--- src/rtl/cksum_update_arbiter_pkg.sv ---
// Shared definitions for the incremental-checksum datapath.
// Holds the engine FSM encoding and the default checksum width so the
// output-port-lookup checksum stages can reuse them.
package cksum_update_arbiter_pkg;

  localparam int unsigned CSUM_WIDTH_DEF = 16;

  typedef enum logic [1:0] {
    ST_IDLE = 2'd0,
    ST_SUM  = 2'd1,
    ST_FOLD = 2'd2,
    ST_RESP = 2'd3
  } state_t;

endpackage

--- src/rtl/rr_arbiter_onehot.sv ---
// Round-robin arbiter with one-hot grant.
// Ports:
//   req   - request vector, one bit per requester
//   ptr   - index of the highest-priority requester this cycle
//   grant - one-hot grant (all-zero when req is all-zero)
// The search starts at ptr and walks upward modulo N.
module rr_arbiter_onehot #(
  parameter int unsigned N  = 2,
  parameter int unsigned IW = 1
) (
  input  logic [N-1:0]  req,
  input  logic [IW-1:0] ptr,
  output logic [N-1:0]  grant
);

  int unsigned idx;
  logic        found;

  // First requester at or after ptr, wrapping around.
  always_comb begin
    grant = '0;
    found = 1'b0;
    idx   = 0;
    for (int unsigned i = 0; i < N; i++) begin
      idx = (32'(ptr) + i) % N;
      if (!found && req[idx[IW-1:0]]) begin
        grant[idx[IW-1:0]] = 1'b1;
        found              = 1'b1;
      end
    end
  end

endmodule

--- src/rtl/cksum_update_arbiter.sv ---
// Shared RFC 1624 incremental checksum engine, HC' = ~(~HC + ~m + m'),
// arbitrated round-robin among NUM_REQ requesters, one operation in flight.
// Ports:
//   AXI_ACLK, AXI_RESETN       - clock, synchronous active-low reset
//   req_valid / req_ready      - per-requester request handshake (ready is
//                                combinational, asserted only in IDLE)
//   req_old_csum/old/new_field - per-requester operands, requester i in slice i
//   resp_valid / resp_ready    - per-requester response handshake (one-hot)
//   resp_csum                  - updated checksum, held between responses
module cksum_update_arbiter
  import cksum_update_arbiter_pkg::*;
#(
  parameter int unsigned NUM_REQ    = 2,
  parameter int unsigned CSUM_WIDTH = CSUM_WIDTH_DEF
) (
  input  logic                            AXI_ACLK,
  input  logic                            AXI_RESETN,
  input  logic [NUM_REQ-1:0]              req_valid,
  output logic [NUM_REQ-1:0]              req_ready,
  input  logic [NUM_REQ*CSUM_WIDTH-1:0]   req_old_csum,
  input  logic [NUM_REQ*CSUM_WIDTH-1:0]   req_old_field,
  input  logic [NUM_REQ*CSUM_WIDTH-1:0]   req_new_field,
  output logic [NUM_REQ-1:0]              resp_valid,
  input  logic [NUM_REQ-1:0]              resp_ready,
  output logic [CSUM_WIDTH-1:0]           resp_csum
);

  localparam int unsigned IW = $clog2(NUM_REQ);
  localparam int unsigned SW = CSUM_WIDTH + 2;

  state_t                state_q, state_d;
  logic [IW-1:0]         ptr_q, owner_q, win_idx, ptr_inc;
  logic [CSUM_WIDTH-1:0] hc_q, m_q, mp_q;
  logic [CSUM_WIDTH-1:0] hc_sel, m_sel, mp_sel;
  logic [SW-1:0]         sum_q, sum_c;
  logic [CSUM_WIDTH:0]   fold1_c, fold2_c;
  logic [NUM_REQ-1:0]    grant;
  logic                  accept_c, resp_hs_c;

  rr_arbiter_onehot #(
    .N  (NUM_REQ),
    .IW (IW)
  ) u_arb (
    .req   (req_valid),
    .ptr   (ptr_q),
    .grant (grant)
  );

  // Encode the grant and pick the winner's operand slices.
  always_comb begin
    win_idx = '0;
    hc_sel  = '0;
    m_sel   = '0;
    mp_sel  = '0;
    for (int unsigned i = 0; i < NUM_REQ; i++) begin
      if (grant[i]) begin
        win_idx = IW'(i);
        hc_sel  = req_old_csum[i*CSUM_WIDTH +: CSUM_WIDTH];
        m_sel   = req_old_field[i*CSUM_WIDTH +: CSUM_WIDTH];
        mp_sel  = req_new_field[i*CSUM_WIDTH +: CSUM_WIDTH];
      end
    end
  end

  // Three-term sum needs two guard bits; two end-around folds always suffice.
  always_comb begin
    sum_c   = {2'b00, ~hc_q} + {2'b00, ~m_q} + {2'b00, mp_q};
    fold1_c = {1'b0, sum_q[CSUM_WIDTH-1:0]}
            + {{(CSUM_WIDTH-1){1'b0}}, sum_q[SW-1:CSUM_WIDTH]};
    fold2_c = {1'b0, fold1_c[CSUM_WIDTH-1:0]}
            + {{CSUM_WIDTH{1'b0}}, fold1_c[CSUM_WIDTH]};
    ptr_inc = (owner_q == IW'(NUM_REQ - 1)) ? '0 : owner_q + 1'b1;
  end

  // Next-state and handshake outputs.
  always_comb begin
    state_d    = state_q;
    req_ready  = '0;
    resp_valid = '0;
    accept_c   = 1'b0;
    resp_hs_c  = 1'b0;
    case (state_q)
      ST_IDLE: begin
        if (AXI_RESETN && (|req_valid)) begin
          req_ready = grant;
          accept_c  = 1'b1;
          state_d   = ST_SUM;
        end
      end
      ST_SUM:  state_d = ST_FOLD;
      ST_FOLD: state_d = ST_RESP;
      ST_RESP: begin
        resp_valid[owner_q] = 1'b1;
        if (resp_ready[owner_q]) begin
          resp_hs_c = 1'b1;
          state_d   = ST_IDLE;
        end
      end
      default: state_d = ST_IDLE;
    endcase
  end

  // State, operand and result registers.
  always_ff @(posedge AXI_ACLK) begin
    if (!AXI_RESETN) begin
      state_q   <= ST_IDLE;
      ptr_q     <= '0;
      owner_q   <= '0;
      hc_q      <= '0;
      m_q       <= '0;
      mp_q      <= '0;
      sum_q     <= '0;
      resp_csum <= '0;
    end else begin
      state_q <= state_d;
      if (accept_c) begin
        owner_q <= win_idx;
        hc_q    <= hc_sel;
        m_q     <= m_sel;
        mp_q    <= mp_sel;
      end
      if (state_q == ST_SUM) begin
        sum_q <= sum_c;
      end
      if (state_q == ST_FOLD) begin
        resp_csum <= ~fold2_c[CSUM_WIDTH-1:0];
      end
      if (resp_hs_c) begin
        ptr_q <= ptr_inc;
      end
    end
  end

endmodule
--- config.mk ---
export PLATFORM = sky130hd
export DESIGN_NAME = cksum_update_arbiter
export DESIGN_NICKNAME = d
export VERILOG_FILES = /design/src/rtl/cksum_update_arbiter_pkg.sv /design/src/rtl/rr_arbiter_onehot.sv /design/src/rtl/cksum_update_arbiter.sv
export SDC_FILE = /design/constraint.sdc
export NUM_CORES = 1
export LEC_CHECK = 0
export ABC_AREA = 1
export BUFFER_PORTS_ARGS = -buffer_cell sky130_fd_sc_hd__buf_2
export CORE_ASPECT_RATIO = 1.1
export CORE_MARGIN = 2
export CORE_UTILIZATION = 45
export DETAILED_ROUTE_END_ITERATION = 7
export PLACE_DENSITY = 0.75
export SYNTH_ARGS = -nofsm -noshare
export SYNTH_HDL_FRONTEND = slang
export SYNTH_SLANG_ARGS = --single-unit
--- constraint.sdc ---
create_clock -name AXI_ACLK -period 6.55 [get_ports AXI_ACLK]
set_input_delay 1.31 -clock AXI_ACLK [delete_from_list [all_inputs] [get_ports AXI_ACLK]]
set_output_delay 1.31 -clock AXI_ACLK [all_outputs]
set_load 0.01 [all_outputs]
==> results of run 1 <==
## cell families (layout without fill, tap and decap cells)
group / count (synthesis) / count (layout) / synth area share
fa+ha+maj: 42 / 42 / 0.1195
buf+inv: 163 / 272 / 0.1161
simple gates: 360 / 360 / 0.2851
compound gates: 145 / 145 / 0.1521
flops: 86 / 86 / 0.3114
xor+xnor: 10 / 10 / 0.01584
## per-stage QoR
step | area [um^2] | instances | hold WS (ps)
finish | 6568 | 1069 | 496.1
CTS | 6568 | 1069 | 493.6
global route | 6568 | 1069 | 523.1
global placement | 6222 | 1053 | 463.5
floorplan | 5529 | 806 | 449.6
detailed placement | 6222 | 1053 | 483.9
## layout by cell type, fill, tap and decap left out, types with 3 or more instances in the layout
cell type / instances
a21o_1: 5
a21oi_1: 38
a31oi_1: 53
buf_2: 121
buf_4: 4
bufinv_16: 3
clkbuf_16: 9
dfxtp_1: 86
fa_1: 18
ha_1: 24
inv_1: 122
inv_2: 8
nand2_1: 249
nand2_2: 13
nand3_1: 33
nand4_1: 7
nor2_1: 35
nor2_2: 4
nor2_4: 6
nor3_1: 3
o21ai_0: 34
o21ai_1: 5
o21bai_1: 3
o221ai_1: 3
xnor2_1: 3
xor2_1: 7
## state kept, by name, summed over array words and instances, names as in the netlist
name and flops:
hc_q 16, m_q 16, sum_q 18, mp_q 16
resp_csum 16, ptr_q 1, state_q 2, owner_q 1
## per-layer routing
| layer | GRT usage | routed length [um] | vias to the layer above | part of all wire |
|---|---|---|---|---|
| met5 | 0 | 0 | - | 0 |
| met4 | 0.06329 | 176 | 0 | 0.014 |
| met1 | 0.2627 | 5956 | 2335 | 0.47 |
| li1 | - | - | 2777 | - |
| met3 | 0.02857 | 585 | 13 | 0.046 |
| met2 | 0.3383 | 6006 | 138 | 0.47 |
## path summary, 6_finish.rpt
check / start / to / slack (ps) / depth (start not counted)
hold reg to reg: mp_q[1]$_SDFFE_PN0P_ / mp_q[1]$_SDFFE_PN0P_ / 500 / 2
hold / removal: mp_q[1]$_SDFFE_PN0P_ / mp_q[1]$_SDFFE_PN0P_ / 500 / 2
setup reg to reg: sum_q[16]$_SDFFE_PN0N_ / resp_csum[14]$_SDFFE_PN0P_ / 3360 / 15
setup / recovery: AXI_RESETN / req_ready[0] / 2540 / 7
## area by class of cell
cell class	count	share of cell area
Clock buffer	9	0.03429
Clock inverter	7	0.01829
Inverter	131	0.07487
Multi-Input combinational cell	557	0.4843
Sequential cell	86	0.2621
Tap cell	154	0.02934
Timing Repair Buffer	125	0.09678
## power breakdown
part / leakage [nW] / internal [mW] / switching, mW
clock network: 0.172 / 0.376 / 0.223
registers: 0.703 / 0.658 / 0.112
logic: 2.28 / 0.470 / 0.763
total: 3.16 / 1.50 / 1.10
## worst reg2reg max path: cells and delay by family (launching register included)
family | cells | cell delay [ps]
simple gates | 8 | 1500
buf+inv | 1 | 50
flops | 1 | 360
compound gates | 2 | 260
fa+ha+maj | 4 | 920
==> report_table.html, run 1 <==
<table>
<tr><th>Metric</th><th>Value</th></tr>
<tr><th colspan="2">Status</th></tr>
<tr><td>Status</td><td>completed</td></tr>
<tr><th colspan="2">Place</th></tr>
<tr><td>Port Buffers</td><td>121</td></tr>
<tr><td>Dpl hpwl</td><td>9.736 mm</td></tr>
<tr><td>Setup WS pre-CTS</td><td>2554 ps</td></tr>
<tr><td>Final Wtd Congestion</td><td>0.8917</td></tr>
<tr><th colspan="2">Floorplanning</th></tr>
<tr><td>Die width</td><td>109.7 um</td></tr>
<tr><td>Count of boundary I/O pins</td><td>122</td></tr>
<tr><td>Initial core utilization</td><td>0.4595</td></tr>
<tr><td>Core area</td><td>0.01203 mm^2</td></tr>
<tr><td>Row Count</td><td>42</td></tr>
<tr><td>Vert. Die Dim</td><td>120.3 um</td></tr>
<tr><td>Total Die Area</td><td>0.01319 mm^2</td></tr>
<tr><th colspan="2">Timing</th></tr>
<tr><td>Maximum clock frequency</td><td>249.4 MHz</td></tr>
<tr><td>Unrepaired setup endpoints after global routing</td><td>false</td></tr>
<tr><td>Transition time of the tightest slew-check pin</td><td>1215 ps</td></tr>
<tr><td>Clock Skews</td><td>6.379 ps</td></tr>
<tr><td>Final period util</td><td>0.6122</td></tr>
<tr><td>Slew HR</td><td>0.1902</td></tr>
<tr><td>Final number of max-transition violations</td><td>0</td></tr>
<tr><td>Post-route setup TNS</td><td>0 ps</td></tr>
<tr><td>Clock period minus final worst setup slack</td><td>4010 ps</td></tr>
<tr><td>PnR worst setup slack</td><td>2540 ps</td></tr>
<tr><td>Final setup violation count</td><td>0</td></tr>
<tr><td>Final hold vios</td><td>0</td></tr>
<tr><th colspan="2">Global route</th></tr>
<tr><td>Number of global-route vias before repair</td><td>4824</td></tr>
<tr><td>GRT Overall Usage</td><td>0.2005</td></tr>
<tr><td>Wire length of the first global-routing pass</td><td>21.36 mm</td></tr>
<tr><td>Initial antenna violation count</td><td>0</td></tr>
<tr><td>Pin count of the biggest net entering global routing</td><td>71</td></tr>
<tr><td>Grt ovf</td><td>0</td></tr>
<tr><th colspan="2">Critical path</th></tr>
<tr><td>Data arrival time at the worst-slack endpoint</td><td>2700 ps</td></tr>
<tr><td>CP Capture Type</td><td>output pin</td></tr>
<tr><td>Critical path launch point type</td><td>input port</td></tr>
<tr><td>Largest driver fanout on the critical path</td><td>49</td></tr>
<tr><td>Data required time of the worst path</td><td>5240 ps</td></tr>
<tr><td>Critical Path, Cell by Cell</td><td>buf_2 &gt; o21ai_1 &gt; nor2_1 &gt; inv_2 &gt; nor2_4 &gt; buf_4 &gt; buf_2</td></tr>
<tr><td>Critical path's largest stage delay</td><td>390 ps</td></tr>
<tr><td>Library cell appearing most often on the critical path</td><td>buf_2</td></tr>
<tr><td>Cell with the biggest individual delay on the critical path</td><td>buf_4</td></tr>
<tr><td>Buf+Inv Stages, Crit Path</td><td>4</td></tr>
<tr><td>Crit Path Class</td><td>input port to output pin</td></tr>
<tr><td>Top delay family on crit path</td><td>buffers and inverters</td></tr>
<tr><th colspan="2">Clock tree</th></tr>
<tr><td>Cts repair resizes</td><td>0</td></tr>
<tr><td>Number of CTS-inserted buffers</td><td>9</td></tr>
<tr><td>Buffer depth of the longest clock path</td><td>2</td></tr>
<tr><td>Clock latency at the later pin of the worst-skew pair</td><td>340 ps</td></tr>
<tr><td>Hold-fix buffers, CTS</td><td>0</td></tr>
<tr><td>Number of H-tree branching levels</td><td>3</td></tr>
<tr><td>Root buffer cell</td><td>clkbuf_16</td></tr>
<tr><td>Clock sink count</td><td>86</td></tr>
<tr><td>Number of setup buffers added after CTS</td><td>0</td></tr>
<tr><td>Clock-pin transition on the worst setup and hold timing paths</td><td>70 ps</td></tr>
<tr><td>Clock tree from TritonCTS</td><td>yes</td></tr>
<tr><th colspan="2">Final layout</th></tr>
<tr><td>ANT cells</td><td>0</td></tr>
<tr><td>Share of post-route cells with drive strength above 1</td><td>0.1978</td></tr>
<tr><td>Number of fill cells in the layout</td><td>1192</td></tr>
<tr><td>Footprint of the flip-flops and latches</td><td>0.001722 mm^2</td></tr>
<tr><td>Fin nets</td><td>1054</td></tr>
<tr><td>Area taken by multi-input logic gates</td><td>0.003181 mm^2</td></tr>
<tr><td>Area growth syn-to-layout</td><td>18.78%</td></tr>
<tr><td>Final core occ</td><td>0.5457</td></tr>
<tr><th colspan="2">Power and ir drop</th></tr>
<tr><td>PnR Total Power</td><td>2.601 mW</td></tr>
<tr><td>Peak VDD IR</td><td>0.0001682 V</td></tr>
<tr><td>Leakage dissipation</td><td>3.156 nW</td></tr>
<tr><td>Power density of the placed cells</td><td>396.0 mW/mm^2</td></tr>
<tr><th colspan="2">Job</th></tr>
<tr><td>Maximum capacitance violations</td><td>0</td></tr>
<tr><th colspan="2">Logic synthesis</th></tr>
<tr><td>Fraction of post-synthesis cell area in the top cell type by area</td><td>0.3114</td></tr>
<tr><td>Area leader, netlist</td><td>dfxtp_1</td></tr>
<tr><td>Sequential cell area fraction in the yosys report</td><td>0.3114</td></tr>
<tr><td>Main synth FF type</td><td>dfxtp_1</td></tr>
<tr><td>Syn avg cell area</td><td>6.860 um^2</td></tr>
<tr><td>Post-Syn Instances</td><td>806</td></tr>
<tr><td>EDFF count, synth</td><td>0</td></tr>
<tr><td>Register bit total from synthesis</td><td>86</td></tr>
<tr><td>Async S/R FF share, synth</td><td>0</td></tr>
<tr><td>Syn_nets</td><td>950</td></tr>
<tr><td>Count of different cell masters after synthesis</td><td>38</td></tr>
<tr><td>Commonest cells in the netlist</td><td>nand2_1 (249), inv_1 (122), dfxtp_1 (86), a31oi_1 (53), a21oi_1 (38)</td></tr>
<tr><td>Number of warnings reported in the yosys synthesis log</td><td>0</td></tr>
<tr><td>Synth Cell Area</td><td>0.005529 mm^2</td></tr>
<tr><td>Count leader, synth</td><td>nand2_1</td></tr>
<tr><td>Synth top area cells</td><td>dfxtp_1 (31%), nand2_1 (17%), inv_1 (8.3%)</td></tr>
<tr><th colspan="2">Drt</th></tr>
<tr><td>DR iter-0 viols</td><td>241</td></tr>
<tr><td>Routed WL per cell</td><td>11.90 um</td></tr>
<tr><td>Total number of vias</td><td>5263</td></tr>
<tr><td>Vias per inst</td><td>4.923</td></tr>
<tr><td>Detailed-router iteration count before antenna repair</td><td>5</td></tr>
<tr><td>Routed wire length</td><td>12.73 mm</td></tr>
<tr><td># DRC</td><td>0</td></tr>
<tr><td>Count of nets left with antenna violations after detail routing</td><td>0</td></tr>
<tr><th colspan="2">Worst hold path</th></tr>
<tr><td>Worst hold-check path type</td><td>flip-flop to flip-flop</td></tr>
</table>
(Power assumes the default switching activity.)
==> inputs of run 2 (changes only) <==
--- a/config.mk
+++ b/config.mk
@@ -11,7 +11,7 @@
 export CORE_MARGIN = 2
 export CORE_UTILIZATION = 45
 export DETAILED_ROUTE_END_ITERATION = 7
-export PLACE_DENSITY = 0.75
+export PLACE_DENSITY = 0.78
 export SYNTH_ARGS = -nofsm -noshare
 export SYNTH_HDL_FRONTEND = slang
 export SYNTH_SLANG_ARGS = --single-unit
==> constraint.sdc (replaced) <==
create_clock -name AXI_ACLK -period 3.5 [get_ports AXI_ACLK]
set_input_delay 0.7 -clock AXI_ACLK [delete_from_list [all_inputs] [get_ports AXI_ACLK]]
set_output_delay 0.7 -clock AXI_ACLK [all_outputs]
set_load 0.01 [all_outputs]
==> run 2 against run 1 <==
Compared with the run above: cell count barely moved; highest routed layer unchanged; critical path depth rose by 8; largest power group unchanged; power rose by 80%; sequential share of layout area rose by 0.20 points.
==> report_table.html, run 2 (synthesized netlist as in run 1, its figures left out) <==
<table>
<tr><th>Metric</th><th>Value</th></tr>
<tr><th colspan="2">Status</th></tr>
<tr><td>Status</td><td>completed</td></tr>
<tr><th colspan="2">Power and ir drop</th></tr>
<tr><td>Power density of the placed cells</td><td>719.1 mW/mm^2 (+82%)</td></tr>
<tr><td>Clock network power share</td><td>0.199 (-0.031)</td></tr>
<tr><td>Peak VDD IR</td><td>0.0002867 V (+70%)</td></tr>
<tr><td>Fraction of power spent switching nets</td><td>0.4405 (+0.01850)</td></tr>
<tr><td>Leakage dissipation</td><td>3.131 nW (-0.81%)</td></tr>
<tr><td>Total net switching power</td><td>2.065 mW (+88%)</td></tr>
<tr><td>Gate power share</td><td>0.494 (+0.020)</td></tr>
<tr><td>Internal</td><td>2.623 mW (+74%)</td></tr>
<tr><td>Sequential share of power</td><td>0.307 (+0.011)</td></tr>
<tr><th colspan="2">Critical path</th></tr>
<tr><td>Data arrival time at the worst-slack endpoint</td><td>3160 ps (+460 ps)</td></tr>
<tr><td>Buf+Inv Stages, Crit Path</td><td>1 (-3)</td></tr>
<tr><td>Crit Path Class</td><td>flip-flop to flip-flop</td></tr>
<tr><td>Library cell appearing most often on the critical path</td><td>ha_1</td></tr>
<tr><td>Cell with the biggest individual delay on the critical path</td><td>dfxtp_1</td></tr>
<tr><td>Data required time of the worst path</td><td>3720 ps (-1520 ps)</td></tr>
<tr><td>Top delay family on crit path</td><td>simple AND/OR/NAND/NOR gates</td></tr>
<tr><td>Largest driver fanout on the critical path</td><td>7 (-86%)</td></tr>
<tr><td>Critical path's largest stage delay</td><td>340 ps (-50 ps)</td></tr>
<tr><td>Critical Path, Cell by Cell</td><td>ha_1 &gt; fa_1 &gt; nand2_2 &gt; nor2_4 &gt; nand2_1 &gt; nor4_1 &gt; ha_1 &gt; ha_1 &gt; inv_1 &gt; nor2_1 &gt; nand3_1 &gt; nor2_2 &gt; nand2_1 &gt; o21ai_0 &gt; a31oi_1</td></tr>
<tr><td>CP Capture Type</td><td>flip-flop</td></tr>
<tr><td>Critical path launch point type</td><td>flip-flop</td></tr>
<tr><th colspan="2">Final layout</th></tr>
<tr><td>Number of flip-flops in the largest register</td><td>18 (unchanged)</td></tr>
<tr><td>Number of fill cells in the layout</td><td>1191 (-0.084%)</td></tr>
<tr><td>Final Non-Filler Cells</td><td>1070 (+0.094%)</td></tr>
<tr><td>Largest reg by FF count</td><td>sum_q</td></tr>
<tr><td>Fin nets</td><td>1055 (+0.095%)</td></tr>
<tr><td>Share of post-route cells with drive strength above 1</td><td>0.1987 (+0.0008757)</td></tr>
<tr><td>Layout Cell Area excl Fill</td><td>0.006519 mm^2 (-0.74%)</td></tr>
<tr><td>Area growth syn-to-layout</td><td>17.90%</td></tr>
<tr><td>Most common cell after layout, fill and taps aside</td><td>nand2_1</td></tr>
<tr><td>Most used cells in the layout excluding fill and tap cells</td><td>nand2_1 (249), inv_1 (122), buf_2 (121)</td></tr>
<tr><td>ANT cells</td><td>0 (unchanged)</td></tr>
<tr><th colspan="2">Place</th></tr>
<tr><td>Cell area after placement</td><td>0.006230 mm^2 (+0.12%)</td></tr>
<tr><td>Cell total after placement</td><td>1054 (+0.095%)</td></tr>
<tr><td>Port Buffers</td><td>121 (unchanged)</td></tr>
<tr><td>Dpl hpwl</td><td>10.13 mm (+4.0%)</td></tr>
<tr><td>Final Wtd Congestion</td><td>0.8694 (-2.5%)</td></tr>
<tr><th colspan="2">Drt</th></tr>
<tr><td>Vias per inst</td><td>4.962 (+0.78%)</td></tr>
<tr><td>Total number of vias</td><td>5309 (+0.87%)</td></tr>
<tr><td># DRC</td><td>0 (unchanged)</td></tr>
<tr><td>Routed WL per cell</td><td>12.00 um (+0.83%)</td></tr>
<tr><td>Routed wire length</td><td>12.84 mm (+0.93%)</td></tr>
<tr><td>Count of nets left with antenna violations after detail routing</td><td>0 (unchanged)</td></tr>
<tr><td>Detailed-router iteration count before antenna repair</td><td>6 (+1)</td></tr>
<tr><td>DR iter-0 viols</td><td>230 (-4.6%)</td></tr>
<tr><th colspan="2">Clock tree</th></tr>
<tr><td>Cts repair resizes</td><td>0 (unchanged)</td></tr>
<tr><td>Number of H-tree branching levels</td><td>3 (unchanged)</td></tr>
<tr><td>Clock latency at the later pin of the worst-skew pair</td><td>340 ps (about the same)</td></tr>
<tr><td>Buffer depth of the longest clock path</td><td>2 (unchanged)</td></tr>
<tr><td>Root buffer cell</td><td>clkbuf_16</td></tr>
<tr><td>Number of CTS-inserted buffers</td><td>9 (unchanged)</td></tr>
<tr><td>Number of setup buffers added after CTS</td><td>0 (unchanged)</td></tr>
<tr><td>Hold-fix buffers, CTS</td><td>0 (unchanged)</td></tr>
<tr><td>Clock sink count</td><td>86 (unchanged)</td></tr>
<tr><td>Clock-pin transition on the worst setup and hold timing paths</td><td>70 ps (about the same)</td></tr>
<tr><td>Clock tree from TritonCTS</td><td>yes</td></tr>
<tr><th colspan="2">Timing</th></tr>
<tr><td>Slew HR</td><td>0.5430 (+0.3527)</td></tr>
<tr><td>Final number of max-transition violations</td><td>0 (unchanged)</td></tr>
<tr><td>Clock Skews</td><td>7.784 ps (+1.404 ps)</td></tr>
<tr><td>Unrepaired setup endpoints after global routing</td><td>false</td></tr>
<tr><td>Post-route setup TNS</td><td>0 ps (unchanged)</td></tr>
<tr><td>Final period util</td><td>0.8422</td></tr>
<tr><td>Final setup violation count</td><td>0 (unchanged)</td></tr>
<tr><td>Maximum clock frequency</td><td>339.2 MHz</td></tr>
<tr><td>Final hold vios</td><td>0 (unchanged)</td></tr>
<tr><td>Clock period minus final worst setup slack</td><td>2948 ps</td></tr>
<tr><td>Transition time of the tightest slew-check pin</td><td>685.6 ps (-529.1 ps)</td></tr>
<tr><th colspan="2">Floorplanning</th></tr>
<tr><td>Row Count</td><td>42 (unchanged)</td></tr>
<tr><td>Die width</td><td>109.7 um (unchanged)</td></tr>
<tr><td>Total Die Area</td><td>0.01319 mm^2 (unchanged)</td></tr>
<tr><td>Vert. Die Dim</td><td>120.3 um (unchanged)</td></tr>
<tr><td>Count of boundary I/O pins</td><td>122 (unchanged)</td></tr>
<tr><td>Initial core utilization</td><td>0.4595 (unchanged)</td></tr>
<tr><td>Core area</td><td>0.01203 mm^2 (unchanged)</td></tr>
<tr><th colspan="2">Global route</th></tr>
<tr><td>Pin count of the biggest net entering global routing</td><td>66 (-7.0%)</td></tr>
<tr><td>GRT Overall Usage</td><td>0.2090 (+0.008457)</td></tr>
<tr><td>Number of global-route vias before repair</td><td>5157 (+6.9%)</td></tr>
<tr><td>Wire length of the first global-routing pass</td><td>22.27 mm (+4.3%)</td></tr>
<tr><td>Grt ovf</td><td>0 (unchanged)</td></tr>
<tr><td>Initial antenna violation count</td><td>0 (unchanged)</td></tr>
<tr><th colspan="2">Worst hold path</th></tr>
<tr><td>Worst hold-check path type</td><td>flip-flop to flip-flop</td></tr>
<tr><th colspan="2">Job</th></tr>
<tr><td>Maximum capacitance violations</td><td>0 (unchanged)</td></tr>
</table>
-- run 2: cell count changes in the layout (fill, tap and decap cells not counted) --
cell	change
inv_6	+1
clkinvlp_4	+1
buf_4	+1
clkinv_4	+1
clkinv_2	-1
clkbuf_8	+1
bufinv_16	-3
-- run 2: per-layer routing --
layer  routed length (um)  track usage  up-vias
li1                     -            -     2788
met1                 5949       0.2650     2360
met2                 6109       0.3603      148
met3                  592      0.03127       13
met4                  192      0.06804        0
met5                    0            0        -
-- run 2: final timing paths --
path                     startpoint                          to  slack, ps  cells past startpoint
max          sum_q[16]$_SDFFE_PN0N_  resp_csum[10]$_SDFFE_PN0P_        550                     15
min              ptr_q$_SDFFE_PN0P_          ptr_q$_SDFFE_PN0P_        490                      2
max reg2reg  sum_q[16]$_SDFFE_PN0N_  resp_csum[10]$_SDFFE_PN0P_        550                     15
min reg2reg      ptr_q$_SDFFE_PN0P_          ptr_q$_SDFFE_PN0P_        490                      2
-- run 2: layout make-up --
| class | count | area [um^2] | share of cell area |
|---|---|---|---|
| clock inverter | 6 | 50.05 | 0.007678 |
| clock buffer | 10 | 239.0 | 0.03666 |
| timing repair buffer | 126 | 643.1 | 0.09866 |
| multi-input combinational | 557 | 3181 | 0.4879 |
| inverter | 131 | 491.7 | 0.07543 |
| tap | 154 | 192.7 | 0.02956 |
| sequential | 86 | 1722 | 0.2641 |
-- run 2: power groups by stage --
stage | clock (mW) | sequential (mW) | combinational (mW)
after global placement | 0 | 1.45 | 2.29
after floorplan | 0 | 1.43 | 1.79
after CTS | 0.955 | 1.44 | 2.34
after global routing | 0.991 | 1.48 | 2.72
final | 0.933 | 1.44 | 2.32
after detailed placement | 0 | 1.46 | 2.32
-- run 2: metrics by stage --
| step | setup WS, ps | utilization | hold WS [ps] | power [mW] |
|---|---|---|---|---|
| 6_report | 552.2 | 0.5417 | 489.3 | 4.687 |
| 5_1_grt | 201.8 | 0.5417 | 518.6 | 5.189 |
| 4_1_cts | 492.8 | 0.5417 | 491.8 | 4.730 |
| 3_5_place_dp | 528.3 | 0.5177 | 478.8 | 3.784 |
| 3_3_place_gp | 665.2 | 0.5177 | 475.3 | 3.743 |
| 2_1_floorplan | 920.4 | - | 449.6 | 3.222 |
-- run 2: tightest hold or removal path, cell delays in order (launching register included) --
cell	delay (ps)
dfxtp_1	320
o21ai_0	70
a21oi_1	60
